--- config.mk ---
export PLATFORM = sky130hd
export DESIGN_NAME = spi_reg_sched_flat
export DESIGN_NICKNAME = d
export VERILOG_FILES = /design/src/rtl/spi_reg_sched_pkg.sv /design/src/rtl/spi_reg_sched_if.sv /design/src/rtl/spi_reg_sched_shift16.sv /design/src/rtl/spi_reg_sched.sv /design/src/flat_wrapper.sv
export SDC_FILE = /design/constraint.sdc
export NUM_CORES = 1
export LEC_CHECK = 0
export ABC_CLOCK_PERIOD_IN_PS = 4900
export CAP_MARGIN = 25
export CORE_MARGIN = 8
export CORE_UTILIZATION = 34
export CTS_CLUSTER_DIAMETER = 100
export DETAILED_ROUTE_END_ITERATION = 6
export GPL_ROUTABILITY_DRIVEN = 1
export PLACE_DENSITY_LB_ADDON = 0.08
export SYNTH_ARGS = -nofsm -noshare
export SYNTH_HDL_FRONTEND = slang
export SYNTH_SLANG_ARGS = --single-unit
export TNS_END_PERCENT = 5
--- constraint.sdc ---
create_clock -name CLK -period 4.9 [get_ports CLK]
set_input_delay 0.98 -clock CLK [delete_from_list [all_inputs] [get_ports CLK]]
set_output_delay 0.98 -clock CLK [all_outputs]
set_load 0.05 [all_outputs]
--- src/rtl/spi_reg_sched_pkg.sv ---
// Shared types and helpers for the USB host chip SPI sequencer.
package spi_reg_sched_pkg;

    localparam int IRQ_REG_DEF = 25;

    typedef enum logic [1:0] {
        RES_HOLD,
        IDLE,
        XFER,
        GAP
    } state_t;

    typedef enum logic {
        GNT_HOST,
        GNT_IRQ
    } grant_t;

    typedef struct packed {
        grant_t grant;
        logic   wr;
    } xact_t;

    function automatic logic [7:0] cmd_byte(input logic [4:0] addr, input logic wr);
        return {addr, 1'b0, wr, 1'b0};
    endfunction

endpackage

--- src/rtl/spi_reg_sched_if.sv ---
// Host register access handshake between the PCMCIA I/O decode and the SPI sequencer.
interface spi_reg_sched_if;

    logic       host_req;
    logic       host_wr;
    logic [4:0] host_reg;
    logic [7:0] host_wdata;
    logic       host_ack;
    logic [7:0] host_rdata;
    logic       host_busy;

    modport master (
        output host_req, host_wr, host_reg, host_wdata,
        input  host_ack, host_rdata, host_busy
    );

    modport slave (
        input  host_req, host_wr, host_reg, host_wdata,
        output host_ack, host_rdata, host_busy
    );

endinterface

--- src/rtl/spi_reg_sched_shift16.sv ---
// 16-bit SPI mode-0 shifter: one command byte out, one data byte in/out, MSB first.
module spi_shift16 #(
    parameter int CLK_DIV = 2
) (
    input  logic        clk,
    input  logic        rst_n,
    input  logic        start,
    input  logic [15:0] tx,
    input  logic        miso,
    output logic        ss,
    output logic        sclk,
    output logic        mosi,
    output logic        done,
    output logic [7:0]  rx
);
    localparam int DW = $clog2(CLK_DIV + 1);

    logic          active;
    logic [DW-1:0] dcnt;
    logic [5:0]    ph;
    logic [15:0]   tx_sh;
    logic          tick;

    // 33 half-periods: a low lead-in, then 16 high/low SCLK pairs
    assign tick = active && (dcnt == DW'(CLK_DIV - 1));
    assign done = tick && (ph == 6'd32);

    always_ff @(posedge clk or negedge rst_n) begin
        if (!rst_n) begin
            active <= 1'b0;
            dcnt   <= '0;
            ph     <= '0;
            tx_sh  <= '0;
            rx     <= '0;
            ss     <= 1'b1;
            sclk   <= 1'b0;
            mosi   <= 1'b0;
        end else if (active) begin
            if (!tick) begin
                dcnt <= dcnt + 1'b1;
            end else begin
                dcnt <= '0;
                ph   <= ph + 6'd1;
                if (ph == 6'd32) begin
                    active <= 1'b0;
                    ph     <= '0;
                    ss     <= 1'b1;
                    mosi   <= 1'b0;
                end else if (!ph[0]) begin
                    sclk <= 1'b1;
                    rx   <= {rx[6:0], miso};
                end else begin
                    sclk  <= 1'b0;
                    mosi  <= tx_sh[15];
                    tx_sh <= {tx_sh[14:0], 1'b0};
                end
            end
        end else if (start) begin
            active <= 1'b1;
            dcnt   <= '0;
            ph     <= '0;
            ss     <= 1'b0;
            sclk   <= 1'b0;
            mosi   <= tx[15];
            tx_sh  <= {tx[14:0], 1'b0};
        end
    end

endmodule

--- src/rtl/spi_reg_sched.sv ---
// SPI link sequencer for the USB host chip: chip reset hold,
// host/IRQ-poller arbitration and transaction FSM.
module spi_reg_sched
    import spi_reg_sched_pkg::*;
#(
    parameter int CLK_DIV     = 2,
    parameter int RES_CYCLES  = 1040,
    parameter int IRQ_REG     = IRQ_REG_DEF,
    parameter int ACK_IRQ     = 1,
    parameter int IRQ_HOLDOFF = 64
) (
    input  logic           CLK,
    input  logic           RESET_N,
    spi_reg_sched_if.slave host,
    input  logic           int_n,
    output logic [7:0]     irq_status,
    output logic           irq_valid,
    output logic           SS,
    output logic           SCLK,
    output logic           MOSI,
    input  logic           MISO,
    output logic           U_RES
);
    localparam int RES_W = $clog2(RES_CYCLES + 2);
    localparam int GAP_W = $clog2(2 * CLK_DIV + 1);
    localparam int HO_W  = $clog2(IRQ_HOLDOFF + 2);

    state_t           state;
    state_t           state_nx;
    logic [RES_W-1:0] res_cnt;
    logic [GAP_W-1:0] gap_cnt;
    logic [HO_W-1:0]  holdoff;
    logic [1:0]       int_sync;
    logic             ack_pend;
    logic [7:0]       ack_val;
    grant_t           last_grant;
    xact_t            cur;

    logic             irq_req;
    logic             start;
    logic             pick_irq;
    logic             irq_wr;
    logic [15:0]      tx;
    logic             sh_done;
    logic [7:0]       sh_rx;

    spi_shift16 #(
        .CLK_DIV (CLK_DIV)
    ) u_shift (
        .clk   (CLK),
        .rst_n (RESET_N),
        .start (start),
        .tx    (tx),
        .miso  (MISO),
        .ss    (SS),
        .sclk  (SCLK),
        .mosi  (MOSI),
        .done  (sh_done),
        .rx    (sh_rx)
    );

    assign irq_req = !int_sync[1] && (holdoff == '0) && !ack_pend;

    always_ff @(posedge CLK or negedge RESET_N) begin
        if (!RESET_N) state <= RES_HOLD;
        else          state <= state_nx;
    end

    always_comb begin
        state_nx = state;
        start    = 1'b0;
        pick_irq = 1'b0;
        irq_wr   = 1'b0;
        tx       = 16'h0000;
        unique case (state)
            RES_HOLD: begin
                if (res_cnt == RES_W'(RES_CYCLES - 1)) state_nx = IDLE;
            end
            IDLE: begin
                // a pending HIRQ clear always beats a fresh request
                if (ack_pend) begin
                    start    = 1'b1;
                    pick_irq = 1'b1;
                    irq_wr   = 1'b1;
                end else if (irq_req && host.host_req) begin
                    start    = 1'b1;
                    pick_irq = (last_grant == GNT_HOST);
                end else if (irq_req) begin
                    start    = 1'b1;
                    pick_irq = 1'b1;
                end else if (host.host_req) begin
                    start    = 1'b1;
                end
                if (start) state_nx = XFER;
            end
            XFER: begin
                if (sh_done) state_nx = GAP;
            end
            GAP: begin
                if (gap_cnt == GAP_W'(2 * CLK_DIV - 2)) state_nx = IDLE;
            end
            default: state_nx = RES_HOLD;
        endcase
        if (pick_irq) begin
            tx = {cmd_byte(5'(IRQ_REG), irq_wr), irq_wr ? ack_val : 8'h00};
        end else begin
            tx = {cmd_byte(host.host_reg, host.host_wr),
                  host.host_wr ? host.host_wdata : 8'h00};
        end
    end

    always_ff @(posedge CLK or negedge RESET_N) begin
        if (!RESET_N) begin
            res_cnt         <= '0;
            U_RES           <= 1'b0;
            gap_cnt         <= '0;
            holdoff         <= '0;
            int_sync        <= 2'b11;
            ack_pend        <= 1'b0;
            ack_val         <= '0;
            last_grant      <= GNT_HOST;
            cur             <= '{grant: GNT_HOST, wr: 1'b0};
            host.host_ack   <= 1'b0;
            host.host_rdata <= '0;
            host.host_busy  <= 1'b0;
            irq_status      <= '0;
            irq_valid       <= 1'b0;
        end else begin
            host.host_ack <= 1'b0;
            irq_valid     <= 1'b0;
            int_sync      <= {int_sync[0], int_n};

            if (state == RES_HOLD) begin
                res_cnt <= res_cnt + 1'b1;
                if (state_nx == IDLE) U_RES <= 1'b1;
            end

            if (state == GAP) gap_cnt <= gap_cnt + 1'b1;
            else              gap_cnt <= '0;

            if (holdoff != '0) holdoff <= holdoff - 1'b1;

            if (start) begin
                last_grant <= pick_irq ? GNT_IRQ : GNT_HOST;
                cur.grant  <= pick_irq ? GNT_IRQ : GNT_HOST;
                cur.wr     <= pick_irq ? irq_wr : host.host_wr;
                if (irq_wr) ack_pend <= 1'b0;
            end

            if (sh_done) begin
                if (cur.grant == GNT_HOST) begin
                    host.host_ack <= 1'b1;
                    if (!cur.wr) host.host_rdata <= sh_rx;
                end else if (cur.wr) begin
                    holdoff <= HO_W'(IRQ_HOLDOFF);
                end else begin
                    irq_status <= sh_rx;
                    irq_valid  <= 1'b1;
                    if (ACK_IRQ != 0 && sh_rx != 8'h00) begin
                        ack_pend <= 1'b1;
                        ack_val  <= sh_rx;
                    end else begin
                        holdoff <= HO_W'(IRQ_HOLDOFF);
                    end
                end
            end

            // busy tracks the request level, but sticks while the host owns the link
            if (sh_done && cur.grant == GNT_HOST) begin
                host.host_busy <= 1'b0;
            end else if (state == XFER && cur.grant == GNT_HOST) begin
                host.host_busy <= 1'b1;
            end else begin
                host.host_busy <= host.host_req;
            end
        end
    end

endmodule
--- src/flat_wrapper.sv ---
// flat-port wrapper written by rule: the top's interface ports become plain ports
module spi_reg_sched_flat import spi_reg_sched_pkg::*;
#(
    parameter int CLK_DIV     = 2,
    parameter int RES_CYCLES  = 1040,
    parameter int IRQ_REG     = IRQ_REG_DEF,
    parameter int ACK_IRQ     = 1,
    parameter int IRQ_HOLDOFF = 64
)
  (CLK, RESET_N, int_n, irq_status, irq_valid, SS, SCLK, MOSI, MISO, U_RES, host_host_req, host_host_wr, host_host_reg, host_host_wdata, host_host_ack, host_host_rdata, host_host_busy);
  spi_reg_sched_if host_i ();
  input  logic CLK;
  input  logic RESET_N;
  input  logic int_n;
  output logic [7:0] irq_status;
  output logic irq_valid;
  output logic SS;
  output logic SCLK;
  output logic MOSI;
  input  logic MISO;
  output logic U_RES;
  input wire logic [$bits(host_i.host_req)-1:0] host_host_req;
  input wire logic [$bits(host_i.host_wr)-1:0] host_host_wr;
  input wire logic [$bits(host_i.host_reg)-1:0] host_host_reg;
  input wire logic [$bits(host_i.host_wdata)-1:0] host_host_wdata;
  output wire logic [$bits(host_i.host_ack)-1:0] host_host_ack;
  output wire logic [$bits(host_i.host_rdata)-1:0] host_host_rdata;
  output wire logic [$bits(host_i.host_busy)-1:0] host_host_busy;
  assign host_i.host_req = host_host_req;
  assign host_i.host_wr = host_host_wr;
  assign host_i.host_reg = host_host_reg;
  assign host_i.host_wdata = host_host_wdata;
  assign host_host_ack = host_i.host_ack;
  assign host_host_rdata = host_i.host_rdata;
  assign host_host_busy = host_i.host_busy;
  spi_reg_sched #(.CLK_DIV(CLK_DIV), .RES_CYCLES(RES_CYCLES), .IRQ_REG(IRQ_REG), .ACK_IRQ(ACK_IRQ), .IRQ_HOLDOFF(IRQ_HOLDOFF)) u_core (.CLK(CLK), .RESET_N(RESET_N), .host(host_i), .int_n(int_n), .irq_status(irq_status), .irq_valid(irq_valid), .SS(SS), .SCLK(SCLK), .MOSI(MOSI), .MISO(MISO), .U_RES(U_RES));
endmodule
==> impl_metrics.toml, run 1 <==
[grt]
grtUsageTotal_pct = 13.0
overflow = 0
grt_max_degree = 63
grt_pass1_vias = 3289
antenna_found_initial = 0
grt_pass1_wl_microns = 17100

[yosys]
synth_edf_count = 0
syn-cell-area_sq_um = 4280
synth_fa_ha_area_share_pct = 1.76
yosys.area.top_type_share_pct = 51.5
synth-seq-cells = 91
synth_mux_area_share_pct = 8.31
synth_compound_area_share_pct = 15.0
avgSynthCellArea_sq_um = 11.2
synth_xor_area_share_pct = 3.28
synth_top_family_by_area = "simple AND/OR/NAND/NOR gates"
yosysWarnings = 0
async_flop_share_pct = 100
seq_area_frac_synth_pct = 53.4
synth.distinct_cells = 65
yosysTopAreaCell = "dfrtp_1"
syn-num-nets = 407
syn_inst = 382
ys.flop_type = "dfrtp_1"
yosys-top-cells-area = "dfrtp_1 (52%), mux2_2 (5.3%), nand2_1 (3.2%), mux2_4 (2.8%), nor2_1 (2.7%)"
yosys.area_share.simple_pct = 15.5

[pwr]
intPower_mw = 1.19
pwr-share-comb_pct = 3.3
power_frac_seq_pct = 49.9
power.leakage_nw = 2.29
ir_drop_uv = 120
p_sw_mw = 0.337
clkPwrFrac_pct = 46.8
swShare_pct = 22.1
cellPowerDensity_nw_per_um2 = 296

[clock_network]
cts.hold.buffers_added = 0
cts_sinks = 91
insertion_delay_ns = 0.34
cts_tree = "built"
root_buffer = "clkbuf_16"
htree_levels = 3
cts_setup_buffers = 0
cts-resized-gates = 0
cts.clk_slew.worst_paths_ns = 0.06
clockBufferDepth = 2
cts_buffers = 9

[drt]
num_vias = 3081
wl_per_cell_microns = 16.8
postRouteAntennaNets = 0
drtIter0Drc = 235
first_pass_iters = 4
finalWirelength_microns = 10000
drc_errors = 0
viasPerCell = 5.15

[worst_setup_path]
crit_end = "SS"
start_kind = "flop"
critPathMaxFanout = 2
startpoint = "u_core.u_shift.ss"
timing.rr.end = "u_core.u_shift.rx[2]"
path_buf_inv = 1
critPathMaxStageDelay_ns = 0.80
r2r_cells = 5
crit_type = "flop to output pin"
crit_path_top_delay_cell = "clkdlybuf4s50_1"
regToRegStartpoint = "u_core.u_shift.active"
end_kind = "output pin"
cp.depth = 1
rrSetupSlack_ns = 2.27
cp.arrival_ns = 1.66
cp_data_required_time_ns = 3.92
critPathTopFamily = "buffers and inverters"
cp_cell_sequence = "clkdlybuf4s50_1"

[place]
place_hpwl_microns = 6740
dpl_cell_area_sq_um = 4850
gp_congestion = 0.742
port_buffers = 41

[final_layout]
drive_gt1_share_pct = 16.0
antenna_cells = 0
final_cell_mix = "dfrtp_1 (88), clkdlybuf4s50_1 (40), nand2_1 (36)"
fin_nets = 446
fill_cells = 1257
layout_commonest_cell = "dfrtp_1"
syn_to_final_growth_pct = 20.7
fin_area_sq_um = 5160

[floorplanning]
fp.dieH_microns = 128
rows = 41
start_util_pct = 34.3
io_pins = 42
die_x_microns = 128
die-area_sq_um = 16400
core_sq_um = 12500

[timing]
period_share_pct = 53.9
hold_viol = 0
fmax_mhz = 378
setup_viol = 0
slew_headroom_pct = 41.3
skew_ns = 0.00959
final.setup.tns_ns = 0
fin_crit_ns = 2.64
tightest_slew_ns = 0.879
rsz0062_at_grt = "false"
slew_viol_final = 0
hold_ws_ns = 0.360

[run]
maxCapViolCount = 0

[run_status]
status = "complete, no violations"

[worst_hold_path]
hold_class = "flop to flop"
-- synth_stat cells, types with 2 or more instances --
| cell type | n |
|---|---|
| o211ai_1 | 15 |
| o21ai_0 | 7 |
| xor2_1 | 6 |
| nor3b_2 | 2 |
| ha_1 | 6 |
| a21o_1 | 3 |
| dfstp_2 | 3 |
| mux2_2 | 20 |
| nor3_1 | 11 |
| nor2_1 | 31 |
| a221o_1 | 2 |
| xnor2_1 | 10 |
| nand3_1 | 8 |
| o22ai_1 | 7 |
| nand2_1 | 36 |
| a21oi_1 | 8 |
| clkbuf_1 | 10 |
| inv_1 | 10 |
| o31ai_1 | 12 |
| buf_4 | 2 |
| a21oi_2 | 2 |
| a31oi_1 | 5 |
| a221oi_1 | 2 |
| or3_1 | 2 |
| o21a_1 | 2 |
| dfrtp_1 | 88 |
| nand3b_1 | 2 |
| a22o_1 | 6 |
| nor4_1 | 3 |
| and3_1 | 12 |
| mux2_4 | 8 |
| a32o_1 | 2 |
| buf_2 | 4 |
| a211oi_1 | 3 |
| nor2b_1 | 2 |
-- metrics by stage --
step / util, % / setup slack (ns) / instances / total power, mW
floorplan: - / 2.70 / 382 / 0.790
global placement: 38.9 / 2.11 / 581 / 0.829
detailed placement: 38.9 / 2.11 / 582 / 0.829
CTS: 41.4 / 2.23 / 598 / 1.56
global route: 41.4 / 2.08 / 598 / 1.59
finish: 41.4 / 2.26 / 598 / 1.53
-- sequential cells by signal (all words and copies together), names as in the netlist, 2 cells and up --
signal,cells
u_core.u_shift.rx,8
u_core.u_shift.dcnt,2
u_core.state,2
u_core.ack_val,8
u_core.u_shift.tx_sh,15
u_core.host.host_rdata,8
u_core.res_cnt,11
u_core.int_sync,2
u_core.u_shift.ph,6
u_core.holdoff,7
u_core.gap_cnt,3
u_core.irq_status,8
-- final cells by class --
cell class              count  area (sq um)  area share [%]
flip-flops and latches     91          2280            44.2
clock buffers              10           239            4.63
multi-input cells         264          1880            36.4
clock inverters             6          68.8            1.33
inverters                  10          37.5           0.728
well taps                 172           215            4.17
repair buffers             45           438            8.49
-- worst min path at each step --
stage,slack [ns],startpoint,depth (start not counted),endpoint
2_1_floorplan,0.35,u_core.int_sync[0],0,u_core.int_sync[1]
3_5_place_dp,0.35,u_core.int_sync[0],0,u_core.int_sync[1]
3_3_place_gp,0.35,u_core.int_sync[0],0,u_core.int_sync[1]
4_1_cts,0.36,u_core.int_sync[0],0,u_core.int_sync[1]
5_1_grt,0.37,u_core.int_sync[0],0,u_core.int_sync[1]
6_report,0.36,u_core.int_sync[0],0,u_core.int_sync[1]
-- metal layers --
metal / part of all wire [%] / vias to the layer above / GRT usage, %
li1: - / 1481 / -
met4: 0.65 / 0 / 5.24
met5: 0 / - / 0
met3: 3.6 / 6 / 2.70
met2: 46 / 53 / 19.5
met1: 50 / 1541 / 18.0
-- logic make-up (layout without fill, tap and decap cells) --
family,count (synthesis),after routing
buffers and inverters,27,71
xor gates and xnor gates,16,16
and+or+nand+nor,126,126
muxes,29,29
AOI/OAI and AO/OA,87,87
adders and majority gates,6,6
DFF,91,91
-- power groups by stage --
stage               Clock (mW)  Sequential [mW]  Combinational [mW]
global placement             0            0.777              0.0521
CTS                      0.744            0.762              0.0530
floorplan                    0            0.776              0.0137
detailed placement           0            0.777              0.0527
global route             0.769            0.763              0.0578
finish                   0.714            0.762              0.0510
Power figures use the tool's default switching activity.
==> inputs of run 2 (changes only) <==
--- a/config.mk
+++ b/config.mk
@@ -5,7 +5,7 @@
 export SDC_FILE = /design/constraint.sdc
 export NUM_CORES = 1
 export LEC_CHECK = 0
-export ABC_CLOCK_PERIOD_IN_PS = 4900
+export ABC_CLOCK_PERIOD_IN_PS = 2400
 export CAP_MARGIN = 25
 export CORE_MARGIN = 8
 export CORE_UTILIZATION = 34
==> constraint.sdc (replaced) <==
create_clock -name CLK -period 2.4 [get_ports CLK]
set_input_delay 0.48 -clock CLK [delete_from_list [all_inputs] [get_ports CLK]]
set_output_delay 0.48 -clock CLK [all_outputs]
set_load 0.05 [all_outputs]
==> run 2 against run 1 <==
Count of clock-buffer cells in the layout fell by 1. Design area grew 2.3%. Non-clock buffer count grew 15. Worst setup slack got worse by 2.0 ns. Global-route usage increased by 0.32 points. Critical endpoint is now u_core.host.host_rdata[6]. Largest cell class unchanged. Register-to-register slack got worse by 2.0 ns. Combinational power rose by 120%.
==> impl_metrics.toml, run 2 (synthesis results as in run 1) <==
[timing]
rsz0062_at_grt = "false"
fmax_mhz = 461
period_share_pct = 90.3
hold_viol = 0
slew_viol_final = 0
setup_viol = 0
tightest_slew_ns = 0.600
skew_ns = 0.00442
slew_headroom_pct = 59.7
fin_crit_ns = 2.17
final.setup.tns_ns = 0

[floorplanning]
core_sq_um = 12500
die-area_sq_um = 16400
fp.dieH_microns = 128
rows = 41
io_pins = 42
start_util_pct = 34.3
die_x_microns = 128

[worst_setup_path]
r2r_cells = 4
crit_type = "flop to flop"
regToRegStartpoint = "u_core.u_shift.ph[2]"
timing.rr.end = "u_core.host.host_rdata[6]"
cp_data_required_time_ns = 2.63
end_kind = "flop"
cp.arrival_ns = 2.40
start_kind = "flop"
rrSetupSlack_ns = 0.23
crit_path_top_delay_cell = "or3_1"
path_buf_inv = 0
critPathMaxStageDelay_ns = 0.60
critPathMaxFanout = 8
critPathTopFamily = "simple AND/OR/NAND/NOR gates"
cp_cell_sequence = "nor4b_4 -> nand3_2 -> or3_1 -> mux2_4"

[place]
gp_congestion = 0.747
dpl_cell_area_sq_um = 4980
place_hpwl_microns = 6990
port_buffers = 41

[run_status]
status = "complete, no violations"

[grt]
grtUsageTotal_pct = 13.4
grt_pass1_wl_microns = 17100
grt_max_degree = 52
antenna_found_initial = 0
overflow = 0
grt_pass1_vias = 3220

[final_layout]
fin_nets = 461
drive_gt1_share_pct = 18.8
final_cell_mix = "dfrtp_1 (88), clkdlybuf4s50_1 (40), nand2_1 (36)"
layout_commonest_cell = "dfrtp_1"
largest_reg_flops = 15
top_regs = "u_core.u_shift.tx_sh: 15 flops, u_core.res_cnt: 11 flops"
syn_to_final_growth_pct = 23.5
largest-register = "u_core.u_shift.tx_sh"
antenna_cells = 0
fin_area_sq_um = 5280

[pwr]
power.leakage_nw = 2.36
cellPowerDensity_nw_per_um2 = 586
ir_drop_uv = 295
power_mw = 3.09

[clock_network]
cts.hold.buffers_added = 0
clockBufferDepth = 2
cts.clk_slew.worst_paths_ns = 0.07
cts-resized-gates = 0
htree_levels = 3
insertion_delay_ns = 0.34
cts_tree = "built"
cts_buffers = 9
root_buffer = "clkbuf_16"
cts_sinks = 91
cts_setup_buffers = 0

[drt]
finalWirelength_microns = 10100
viasPerCell = 5.06
postRouteAntennaNets = 0
drtIter0Drc = 165
drc_errors = 0
wl_per_cell_microns = 16.5
first_pass_iters = 4
num_vias = 3104

[run]
maxCapViolCount = 0

[worst_hold_path]
hold_class = "input pin to asynchronous set/reset pin"
run 2: worst max path at each step:
stage / startpoint / to / slack (ns) / depth (start not counted)
after floorplan: u_core.holdoff[0] / u_core.u_shift.mosi / 0.48 / 6
after global placement: u_core.u_shift.ph[2] / u_core.host.host_rdata[7] / 0.27 / 4
after detailed placement: u_core.u_shift.ph[2] / u_core.host.host_rdata[7] / 0.23 / 4
after CTS: u_core.u_shift.ph[2] / u_core.host.host_rdata[6] / 0.21 / 4
after global routing: u_core.u_shift.ph[2] / u_core.host.host_rdata[2] / 0.13 / 4
final: u_core.u_shift.ph[2] / u_core.host.host_rdata[6] / 0.23 / 4
run 2: layout make-up:
class,count,area [sq um]
Fill cell,1206,7190
Sequential cell,91,2280
Multi-Input combinational cell,264,1880
Timing Repair Buffer,60,563
Clock buffer,9,225
Tap cell,172,215
Clock inverter,7,77.6
Inverter,10,37.5
run 2: report_power, final:
group | total [mW] | internal (mW) | switching [mW]
Combinational | 0.112 | 0.0484 | 0.0636
Clock | 1.42 | 0.814 | 0.610
Sequential | 1.56 | 1.54 | 0.0131
run 2: metal layers:
metal	global-route usage (%)	up-vias	part of all wire, %	wire [microns]
li1	-	1517	-	-
met1	17.9	1531	50	5060
met2	19.9	44	44	4470
met3	3.54	12	4.1	414
met4	5.66	0	1.7	176
met5	0	-	0	0
run 2: worst register-to-register path, stage by stage, from the launching register on:
cell and delay, ns:
dfrtp_1 0.44, nor4b_4 0.45, nand3_2 0.17, or3_1 0.60, mux2_4 0.40
run 2: metrics by stage:
step                      util, %  hold WS, ns  cells  setup WS (ns)
after floorplan                 -        0.184    382          0.476
after global placement       39.9        0.346    597          0.272
after detailed placement     39.9        0.349    597          0.227
after CTS                    42.3      0.00318    613          0.207
after global routing         42.3      0.00976    613          0.128
final                        42.3      0.00456    613          0.233
==> inputs of run 3 (changes only) <==
--- a/config.mk
+++ b/config.mk
@@ -7,6 +7,7 @@
 export LEC_CHECK = 0
 export ABC_CLOCK_PERIOD_IN_PS = 2400
 export CAP_MARGIN = 25
+export CORE_ASPECT_RATIO = 0.5
 export CORE_MARGIN = 8
 export CORE_UTILIZATION = 34
 export CTS_CLUSTER_DIAMETER = 100
==> run 3 against run 2 <==
Combinational power hardly changed. Sequential power is essentially flat. Clock power hardly changed. Register-to-register slack worse by 0.02 ns. Count of clock-buffer cells in the layout unchanged. Global-route usage decreased by 0.19 points. Non-clock buffer count down 2. Fmax down 0.70%. Design area fell by 0.43%.
==> impl_metrics.toml, run 3 (synthesis results as in run 1) <==
[clock_network]
cts-resized-gates = 0
clockBufferDepth = 2
cts_sinks = 91
htree_levels = 3
cts_tree = "built"
cts.clk_slew.worst_paths_ns = 0.08
insertion_delay_ns = 0.34
cts_setup_buffers = 0
root_buffer = "clkbuf_16"
cts.hold.buffers_added = 0
cts_buffers = 9

[final_layout]
syn_to_final_growth_pct = 22.9
fill_cells = 1210
largest_reg_flops = 15
final_cell_mix = "dfrtp_1 (88), clkdlybuf4s50_1 (40), nand2_1 (36)"
fin_nets = 459
top_regs = "u_core.u_shift.tx_sh: 15 flops, u_core.res_cnt: 11 flops"
largest-register = "u_core.u_shift.tx_sh"
antenna_cells = 0
layout_commonest_cell = "dfrtp_1"
drive_gt1_share_pct = 18.5

[timing]
period_share_pct = 90.9
setup_viol = 0
hold_viol = 0
rsz0062_at_grt = "false"
slew_viol_final = 0
final.setup.tns_ns = 0
skew_ns = 0.0120
slew_headroom_pct = 63.7
fmax_mhz = 458
fin_crit_ns = 2.18
tightest_slew_ns = 0.540

[worst_setup_path]
cp_data_required_time_ns = 2.63
crit_type = "flop to flop"
end_kind = "flop"
cp.arrival_ns = 2.41
critPathMaxFanout = 8
start_kind = "flop"

[drt]
first_pass_iters = 5
wl_per_cell_microns = 17.3
drtIter0Drc = 198
finalWirelength_microns = 10600
viasPerCell = 5.29
num_vias = 3223
drc_errors = 0
postRouteAntennaNets = 0

[grt]
grtUsageTotal_pct = 13.2
overflow = 0
antenna_found_initial = 0
grt_pass1_wl_microns = 17500
grt_max_degree = 92
grt_pass1_vias = 3287

[pwr]
power.leakage_nw = 2.34
cellPowerDensity_nw_per_um2 = 582
ir_drop_uv = 294
power_mw = 3.06

[floorplanning]
io_pins = 42
die_x_microns = 175
die-area_sq_um = 16600
fp.dieH_microns = 95.3
core_sq_um = 12500
rows = 29
start_util_pct = 34.3

[run]
maxCapViolCount = 0

[worst_hold_path]
hold_class = "input pin to asynchronous set/reset pin"

[place]
port_buffers = 41
place_hpwl_microns = 7450
gp_congestion = 0.794

[run_status]
status = "complete, no violations"
==> run 3: per-stage QoR <==
| step | worst slack, ns | area (sq um) | std cells | util (%) | hold slack, ns |
|---|---|---|---|---|---|
| floorplan | 0.476 | 4280 | 382 | - | 0.184 |
| global placement | 0.273 | 4960 | 593 | 39.7 | 0.346 |
| detailed placement | 0.206 | 4960 | 593 | 39.7 | 0.347 |
| CTS | 0.202 | 5260 | 609 | 42.1 | 0.197 |
| global route | 0.0495 | 5260 | 609 | 42.1 | 0.194 |
| finish | 0.217 | 5260 | 609 | 42.1 | 0.153 |
==> run 3: area by class of cell <==
class | count | area, sq um | area share (%)
Tap cell | 170 | 213 | 4.05
Inverter | 10 | 37.5 | 0.714
Clock buffer | 9 | 225 | 4.28
Sequential cell | 91 | 2280 | 43.4
Clock inverter | 7 | 72.6 | 1.38
Multi-Input combinational cell | 264 | 1880 | 35.8
Timing Repair Buffer | 58 | 548 | 10.4
==> run 3: path summary, 6_finish.rpt <==
check | start | to | slack (ns) | cells past startpoint
hold reg to reg | u_core.int_sync[0] | u_core.int_sync[1] | 0.36 | 0
setup / recovery | u_core.u_shift.ph[2] | u_core.host.host_rdata[6] | 0.22 | 4
max in group asynchronous | RESET_N | u_core.int_sync[0] | 1.82 | 2
hold / removal | RESET_N | u_core.irq_status[1] | 0.15 | 2
setup reg to reg | u_core.u_shift.ph[2] | u_core.host.host_rdata[6] | 0.22 | 4
min in group CLK | u_core.int_sync[0] | u_core.int_sync[1] | 0.36 | 0
==> run 3: worst max-delay path, cell delays in order (launching register included) <==
cell and delay, ns:
dfrtp_1 0.45, nor4b_4 0.46, nand3_2 0.19, or3_1 0.58, mux2_4 0.39
==> run 3: routing by layer <==
metal	share of wire (%)	track usage, %
met1	49	17.7
met2	44	20.6
met3	6.0	4.31
met4	0.78	2.80
met5	0	0
==> run 3: report_power, final <==
group | switching, mW | internal, mW
logic | 0.0627 | 0.0464
registers | 0.0137 | 1.54
clock network | 0.660 | 0.731
